--- src/rtl/pipeline_stall_ctrl_if.sv ---
// ============================================================================
// pipeline_stall_ctrl_if : hazard/memory handshake and stage-control bundle
//   for the pipeline sequencer. Optional counters under PIPE_PERF_CNT_EN.
// Rev 1.0
// ============================================================================
`default_nettype none

interface pipeline_stall_ctrl_if;
    logic hazStall;
    logic hazFlushE;
    logic imemReady;
    logic memAccessM;
    logic dmemReady;
    logic mdStartE;
    logic mdReadE;

    logic imemReq;
    logic dmemReq;
    logic enF, enD, enE, enM, enW;
    logic flushD, flushE, flushM, flushW;
    logic mdBusy;
    logic busErr;
`ifdef PIPE_PERF_CNT_EN
    logic [31:0] stallCnt;
    logic [31:0] dmemWaitCnt;
`endif

    // Hazard unit / memories side
    modport master (
        output hazStall, hazFlushE, imemReady, memAccessM, dmemReady, mdStartE, mdReadE,
        input  imemReq, dmemReq, enF, enD, enE, enM, enW,
        input  flushD, flushE, flushM, flushW, mdBusy, busErr
`ifdef PIPE_PERF_CNT_EN
        , input stallCnt, dmemWaitCnt
`endif
    );

    // Sequencer side
    modport slave (
        input  hazStall, hazFlushE, imemReady, memAccessM, dmemReady, mdStartE, mdReadE,
        output imemReq, dmemReq, enF, enD, enE, enM, enW,
        output flushD, flushE, flushM, flushW, mdBusy, busErr
`ifdef PIPE_PERF_CNT_EN
        , output stallCnt, dmemWaitCnt
`endif
    );
endinterface

`default_nettype wire

--- src/rtl/pipeline_stall_ctrl.sv ---
// ============================================================================
// pipeline_stall_ctrl : 5-stage pipeline sequencer merging hazard, memory and
//   mult/div waits into stage enables/flushes. Optional PIPE_PERF_CNT_EN.
// Rev 1.0
// ============================================================================
`default_nettype none

module pipeline_stall_ctrl #(
    parameter int unsigned MD_LATENCY  = 32,
    parameter int unsigned MEM_TIMEOUT = 16
) (
    input  logic                  clk,
    input  logic                  rst,
    pipeline_stall_ctrl_if.slave  pif
);

    typedef enum logic [1:0] {
        RUN   = 2'd0,
        DWAIT = 2'd1,
        ERR   = 2'd2
    } state_t;

    localparam logic [7:0] MD_LAT8  = 8'(MD_LATENCY);
    localparam logic [7:0] TO_LAST8 = 8'(MEM_TIMEOUT - 1);

    state_t     state_q, state_d;
    logic [7:0] waitCnt_q, waitCnt_d;
    logic [7:0] mdCnt_q, mdCnt_d;
    logic       busErr_q, busErr_d;

    logic freezeM, mdWait, fetchWait, inErr, mdLoad;
    logic enF, enD, enE, enM, enW;
    logic flushD, flushE, flushM, flushW;

    assign freezeM   = pif.memAccessM & ~pif.dmemReady;
    assign mdWait    = (pif.mdReadE | pif.mdStartE) & (mdCnt_q != 8'd0);
    assign fetchWait = ~pif.imemReady;
    assign inErr     = (state_q == ERR);
    // The mult/div only occupies HI/LO once it really leaves E
    assign mdLoad    = pif.mdStartE & enM & ~freezeM & ~mdWait & ~inErr;

    always_ff @(posedge clk or posedge rst) begin
        if (rst) begin
            state_q   <= RUN;
            waitCnt_q <= 8'd0;
            mdCnt_q   <= 8'd0;
            busErr_q  <= 1'b0;
        end else begin
            state_q   <= state_d;
            waitCnt_q <= waitCnt_d;
            mdCnt_q   <= mdCnt_d;
            busErr_q  <= busErr_d;
        end
    end

    always_comb begin
        state_d   = state_q;
        waitCnt_d = waitCnt_q;
        busErr_d  = busErr_q;
        mdCnt_d   = mdCnt_q;
        enF = 1'b1; enD = 1'b1; enE = 1'b1; enM = 1'b1; enW = 1'b1;
        flushD = 1'b0; flushE = 1'b0; flushM = 1'b0; flushW = 1'b0;

        // Priority: error, data freeze, mult/div wait, hazard stall, fetch wait
        if (inErr) begin
            enF = 1'b0; enD = 1'b0; enE = 1'b0; enM = 1'b0; enW = 1'b0;
        end else if (freezeM) begin
            enF = 1'b0; enD = 1'b0; enE = 1'b0; enM = 1'b0;
            flushW = 1'b1;
        end else if (mdWait) begin
            enF = 1'b0; enD = 1'b0; enE = 1'b0;
            flushM = 1'b1;
        end else if (pif.hazStall) begin
            enF = 1'b0; enD = 1'b0;
            flushE = 1'b1;
        end else if (fetchWait) begin
            enF = 1'b0;
            flushD = 1'b1;
            flushE = pif.hazFlushE;
        end else begin
            flushE = pif.hazFlushE;
        end

        case (state_q)
            RUN: begin
                if (freezeM) begin
                    state_d   = DWAIT;
                    waitCnt_d = 8'd1;
                end
            end
            DWAIT: begin
                if (pif.dmemReady) begin
                    state_d   = RUN;
                    waitCnt_d = 8'd0;
                end else if (waitCnt_q == TO_LAST8) begin
                    state_d  = ERR;
                    busErr_d = 1'b1;
                end else begin
                    waitCnt_d = waitCnt_q + 8'd1;
                end
            end
            ERR:     state_d = ERR;
            default: state_d = RUN;
        endcase

        if (mdLoad) begin
            mdCnt_d = MD_LAT8;
        end else if (mdCnt_q != 8'd0) begin
            mdCnt_d = mdCnt_q - 8'd1;
        end
    end

    // All outputs are held low while reset is asserted
    assign pif.imemReq = ~rst;
    assign pif.dmemReq = ~rst & pif.memAccessM & ~inErr;
    assign pif.enF     = ~rst & enF;
    assign pif.enD     = ~rst & enD;
    assign pif.enE     = ~rst & enE;
    assign pif.enM     = ~rst & enM;
    assign pif.enW     = ~rst & enW;
    assign pif.flushD  = ~rst & flushD;
    assign pif.flushE  = ~rst & flushE;
    assign pif.flushM  = ~rst & flushM;
    assign pif.flushW  = ~rst & flushW;
    assign pif.mdBusy  = ~rst & (mdCnt_q != 8'd0);
    assign pif.busErr  = ~rst & busErr_q;

`ifdef PIPE_PERF_CNT_EN
    logic [31:0] stallCnt_q;
    logic [31:0] dmemWaitCnt_q;

    always_ff @(posedge clk or posedge rst) begin
        if (rst) begin
            stallCnt_q    <= 32'd0;
            dmemWaitCnt_q <= 32'd0;
        end else if (!inErr) begin
            if (!enF) begin
                stallCnt_q <= stallCnt_q + 32'd1;
            end
            if (freezeM) begin
                dmemWaitCnt_q <= dmemWaitCnt_q + 32'd1;
            end
        end
    end

    assign pif.stallCnt    = stallCnt_q;
    assign pif.dmemWaitCnt = dmemWaitCnt_q;
`endif

endmodule

`default_nettype wire

--- src/flat_wrapper.sv ---
// flat-port wrapper written by rule: the top's interface ports become plain ports
module pipeline_stall_ctrl_flat 
#(
    parameter int unsigned MD_LATENCY  = 32,
    parameter int unsigned MEM_TIMEOUT = 16
)
  (clk, rst, pif_hazStall, pif_hazFlushE, pif_imemReady, pif_memAccessM, pif_dmemReady, pif_mdStartE, pif_mdReadE, pif_imemReq, pif_dmemReq, pif_enF, pif_enD, pif_enE, pif_enM, pif_enW, pif_flushD, pif_flushE, pif_flushM, pif_flushW, pif_mdBusy, pif_busErr);
  pipeline_stall_ctrl_if pif_i ();
  input  logic clk;
  input  logic rst;
  input wire logic [$bits(pif_i.hazStall)-1:0] pif_hazStall;
  input wire logic [$bits(pif_i.hazFlushE)-1:0] pif_hazFlushE;
  input wire logic [$bits(pif_i.imemReady)-1:0] pif_imemReady;
  input wire logic [$bits(pif_i.memAccessM)-1:0] pif_memAccessM;
  input wire logic [$bits(pif_i.dmemReady)-1:0] pif_dmemReady;
  input wire logic [$bits(pif_i.mdStartE)-1:0] pif_mdStartE;
  input wire logic [$bits(pif_i.mdReadE)-1:0] pif_mdReadE;
  output wire logic [$bits(pif_i.imemReq)-1:0] pif_imemReq;
  output wire logic [$bits(pif_i.dmemReq)-1:0] pif_dmemReq;
  output wire logic [$bits(pif_i.enF)-1:0] pif_enF;
  output wire logic [$bits(pif_i.enD)-1:0] pif_enD;
  output wire logic [$bits(pif_i.enE)-1:0] pif_enE;
  output wire logic [$bits(pif_i.enM)-1:0] pif_enM;
  output wire logic [$bits(pif_i.enW)-1:0] pif_enW;
  output wire logic [$bits(pif_i.flushD)-1:0] pif_flushD;
  output wire logic [$bits(pif_i.flushE)-1:0] pif_flushE;
  output wire logic [$bits(pif_i.flushM)-1:0] pif_flushM;
  output wire logic [$bits(pif_i.flushW)-1:0] pif_flushW;
  output wire logic [$bits(pif_i.mdBusy)-1:0] pif_mdBusy;
  output wire logic [$bits(pif_i.busErr)-1:0] pif_busErr;
  assign pif_i.hazStall = pif_hazStall;
  assign pif_i.hazFlushE = pif_hazFlushE;
  assign pif_i.imemReady = pif_imemReady;
  assign pif_i.memAccessM = pif_memAccessM;
  assign pif_i.dmemReady = pif_dmemReady;
  assign pif_i.mdStartE = pif_mdStartE;
  assign pif_i.mdReadE = pif_mdReadE;
  assign pif_imemReq = pif_i.imemReq;
  assign pif_dmemReq = pif_i.dmemReq;
  assign pif_enF = pif_i.enF;
  assign pif_enD = pif_i.enD;
  assign pif_enE = pif_i.enE;
  assign pif_enM = pif_i.enM;
  assign pif_enW = pif_i.enW;
  assign pif_flushD = pif_i.flushD;
  assign pif_flushE = pif_i.flushE;
  assign pif_flushM = pif_i.flushM;
  assign pif_flushW = pif_i.flushW;
  assign pif_mdBusy = pif_i.mdBusy;
  assign pif_busErr = pif_i.busErr;
  pipeline_stall_ctrl #(.MD_LATENCY(MD_LATENCY), .MEM_TIMEOUT(MEM_TIMEOUT)) u_core (.clk(clk), .rst(rst), .pif(pif_i));
endmodule
--- config.mk ---
export PLATFORM = sky130hd
export DESIGN_NAME = pipeline_stall_ctrl_flat
export DESIGN_NICKNAME = d
export VERILOG_FILES = /design/src/rtl/pipeline_stall_ctrl_if.sv /design/src/rtl/pipeline_stall_ctrl.sv /design/src/flat_wrapper.sv
export SDC_FILE = /design/constraint.sdc
export NUM_CORES = 1
export LEC_CHECK = 0
export BUFFER_PORTS_ARGS = -buffer_cell sky130_fd_sc_hd__buf_2
export CAP_MARGIN = 15
export CORE_UTILIZATION = 39
export DETAILED_ROUTE_END_ITERATION = 12
export GPL_TIMING_DRIVEN = 0
export PLACE_DENSITY = 0.69
export SLEW_MARGIN = 20
export SYNTH_ARGS = -nofsm -noshare
export SYNTH_HDL_FRONTEND = slang
export SYNTH_SLANG_ARGS = --single-unit
--- constraint.sdc ---
create_clock -name clk -period 5.9 [get_ports clk]
set_clock_uncertainty 0.2 [all_clocks]
set_input_delay 0.295 -clock clk [delete_from_list [all_inputs] [get_ports clk]]
set_output_delay 0.295 -clock clk [all_outputs]
set_load 0.02 [all_outputs]
==> out/results.txt <==
RSZ-0062 raised after global routing - false
Cells after synthesis - 121
# port buffers - 21
Crit path launch type - flip-flop
Area Overhead vs Synth - 15.9%
Detailed Place HPWL - 1710 um
Setup CP Type - reg2out
DRC errors left - 0
Number of synthesis warnings - 0
Gr ovfl total - 0
Synthesized area - 1130 um2
Period utilization - 46.0%
Crit path time final - 2.72 ns
CP Data Required Time - 5.41 ns
# setup viols final - 0
# IOs - 22
GRT Total Usage - 16.3%
Die width - 55.9 um
Vias after detailed routing - 973
Antenna cell count - 0
Slowest CP cell - or4_4
Final Hold Viols - 0
Fin worst setup slack - 3.18 ns
Via-to-Cell Ratio - 5.47
Synth area leaders - dfrtp_1 (42%), nor2_1 (4.6%), ha_1 (3.3%)
Final Wtd Congestion - 0.716
Die Ht - 55.9 um
Final nets - 160
Number of synthesized register bits - 19
Leak - 0.000718 uW
Hold Slack - 0.167 ns
Initial Util - 41.2%
Max Transition Viols Final - 0
Initial drt markers - 23
Number of synthesized flops with an enable pin - 0
Die area - 3130 um2
Share of the synthesized area in the top cell type - 41.9%
Routed Wire Length - 2240 um
CORE AREA - 2760 um2
Syn_nets - 133
Worst R2R Setup Slack - 3.67 ns
Clock latency at the later pin of the worst-skew pair - 0.30 ns
CP Capture Type - output pin
Setup_tns - 0 ns
Sequential share of the synthesized area - 41.9%
Maximum VDD drop - 0.000106 V
Largest delay share family, worst path - simple AND/OR/NAND/NOR gates
Critical-path cell list - or4_4 -> nor4b_4 -> o21ai_2 -> nor3b_2 -> buf_2
CTS Buf Count - 3
Hold Crit Class - in2reg
H-tree depth - 1
Crit path DAT - 2.22 ns
Synth Flop Type - dfrtp_1
Pre-CTS setup slack - 3.52 ns
Layout Cells excl Fill - 178
Proportion of layout cells with a drive suffix above 1 - 23.8%
Synth area leader - dfrtp_1
Rows - 19
First-pass GRT wire length - 4130 um
Post-DRT Antenna Nets - 0
Clock root cell - clkbuf_4
Max Clk Rate - 0.368 GHz
Critical path's largest stage delay - 0.57 ns
Max cap viols - 0
Initial antenna violation count - 0
Fill cell count - 268
Worst-path clk slew - 0.11 ns
Clock sinks - 19
Crit path buf inv count - 1
Cts repair resizes - 0
Most frequent cells in the layout - buf_2 (22), dfrtp_1 (19), nor2_1 (14)
Asr flop ratio synth - 100%
Slew HR - 47.3%
CTS tree - done
P per Cell Area - 157 nW/um2
Detailed Routing Iterations Pass 1 - 4
Commonest non-fill, non-tap cell in the layout - buf_2
Tightest Pin Transition - 0.789 ns
Largest net degree at the start of global routing - 22
Average size of a mapped cell - 9.38 um2
Synth cell types - 38
Routed length per placed instance - 12.6 um
Dpl cells - 173
Max Root-Sink Buffers - 2
Vias in the first global route - 933
Status - finished clean
Worst-path fanout max - 5
flip-flops by register name, indices dropped and copies added, names as in the netlist:
name / count
u_core.mdCnt_q: 8
u_core.busErr_q: 1
u_core.state_q: 2
u_core.waitCnt_q: 8
cell type report:
cell class,count,area [um2],share of cell area [%]
plain buffers,2,16.3,1.24
clock buffers,4,26.3,2.00
inverters,8,30.0,2.28
multi-input cells,92,613,46.6
flip-flops and latches,19,475,36.2
well taps,31,38.8,2.95
repair buffers,22,115,8.75
worst register-to-register path, cell delays in order (launching register included):
cell,delay (ns)
dfrtp_1,0.42
or4_1,0.57
nor3_2,0.28
or2_2,0.17
buf_2,0.15
mux2_2,0.34
routing by layer:
metal	vias up	global-route usage [%]	share of wire, %
li1	488	-	-
met1	471	22.9	48
met3	2	3.26	2.2
met5	-	0	0
met4	0	4.88	0.94
met2	12	25.6	49
where the power goes:
| group | leakage [uW] | total (uW) | switching, uW | internal [uW] |
|---|---|---|---|---|
| Sequential | 0.000260 | 130 | 0 | 130 |
| Clock | 0.0000150 | 67.0 | 40.6 | 26.3 |
| Combinational | 0.000443 | 9.86 | 6.29 | 3.57 |
| Total | 0.000718 | 207 | 46.9 | 160 |
cell families after synthesis:
kind of cell,synth area share [%]
AO/OA/AOI/OAI,14.6
buffers and inverters,4.08
flip-flops,41.9
XOR/XNOR,1.54
adder cells (fa/ha/maj),3.31
AND/OR/NAND/NOR,30.9
multiplexers,3.75
stage by stage:
step | utilization, % | total power (uW) | cell area [um2]
5_1_grt | 47.7 | 217 | 1320
3_3_place_gp | 46.4 | 142 | 1280
6_report | 47.7 | 207 | 1320
3_5_place_dp | 46.4 | 142 | 1280
4_1_cts | 47.7 | 212 | 1320
2_1_floorplan | - | 137 | 1130
synth_stat cells (3+ instances only):
master and n:
a21oi_1 3, nand2b_1 6, ha_1 3, o21ai_0 5, nand2_1 7, nand3_1 4, inv_1 8, and3_1 3
nor2b_1 3, o31ai_1 3, and2_1 3, a21o_1 4, dfrtp_1 19, nor3_1 7, nor2_1 14, or4_1 3
worst paths after layout:
check	end	startpoint	cells after the start
max in group asynchronous	u_core.waitCnt_q[6]	rst	3
worst max register to register	u_core.waitCnt_q[0]	u_core.waitCnt_q[7]	5
worst max-delay path	pif_enF	u_core.mdCnt_q[3]	5
worst min register to register	u_core.busErr_q	u_core.busErr_q	1
worst min-delay path	u_core.state_q[0]	pif_dmemReady	3
min in group asynchronous	u_core.busErr_q	rst	3
what timing repair did:
action,4_1_cts,5_1_grt
buffers inserted,0,0
endpoints found under the hold margin,10,0
hold buffers,1,0
(Power assumes the default switching activity.)
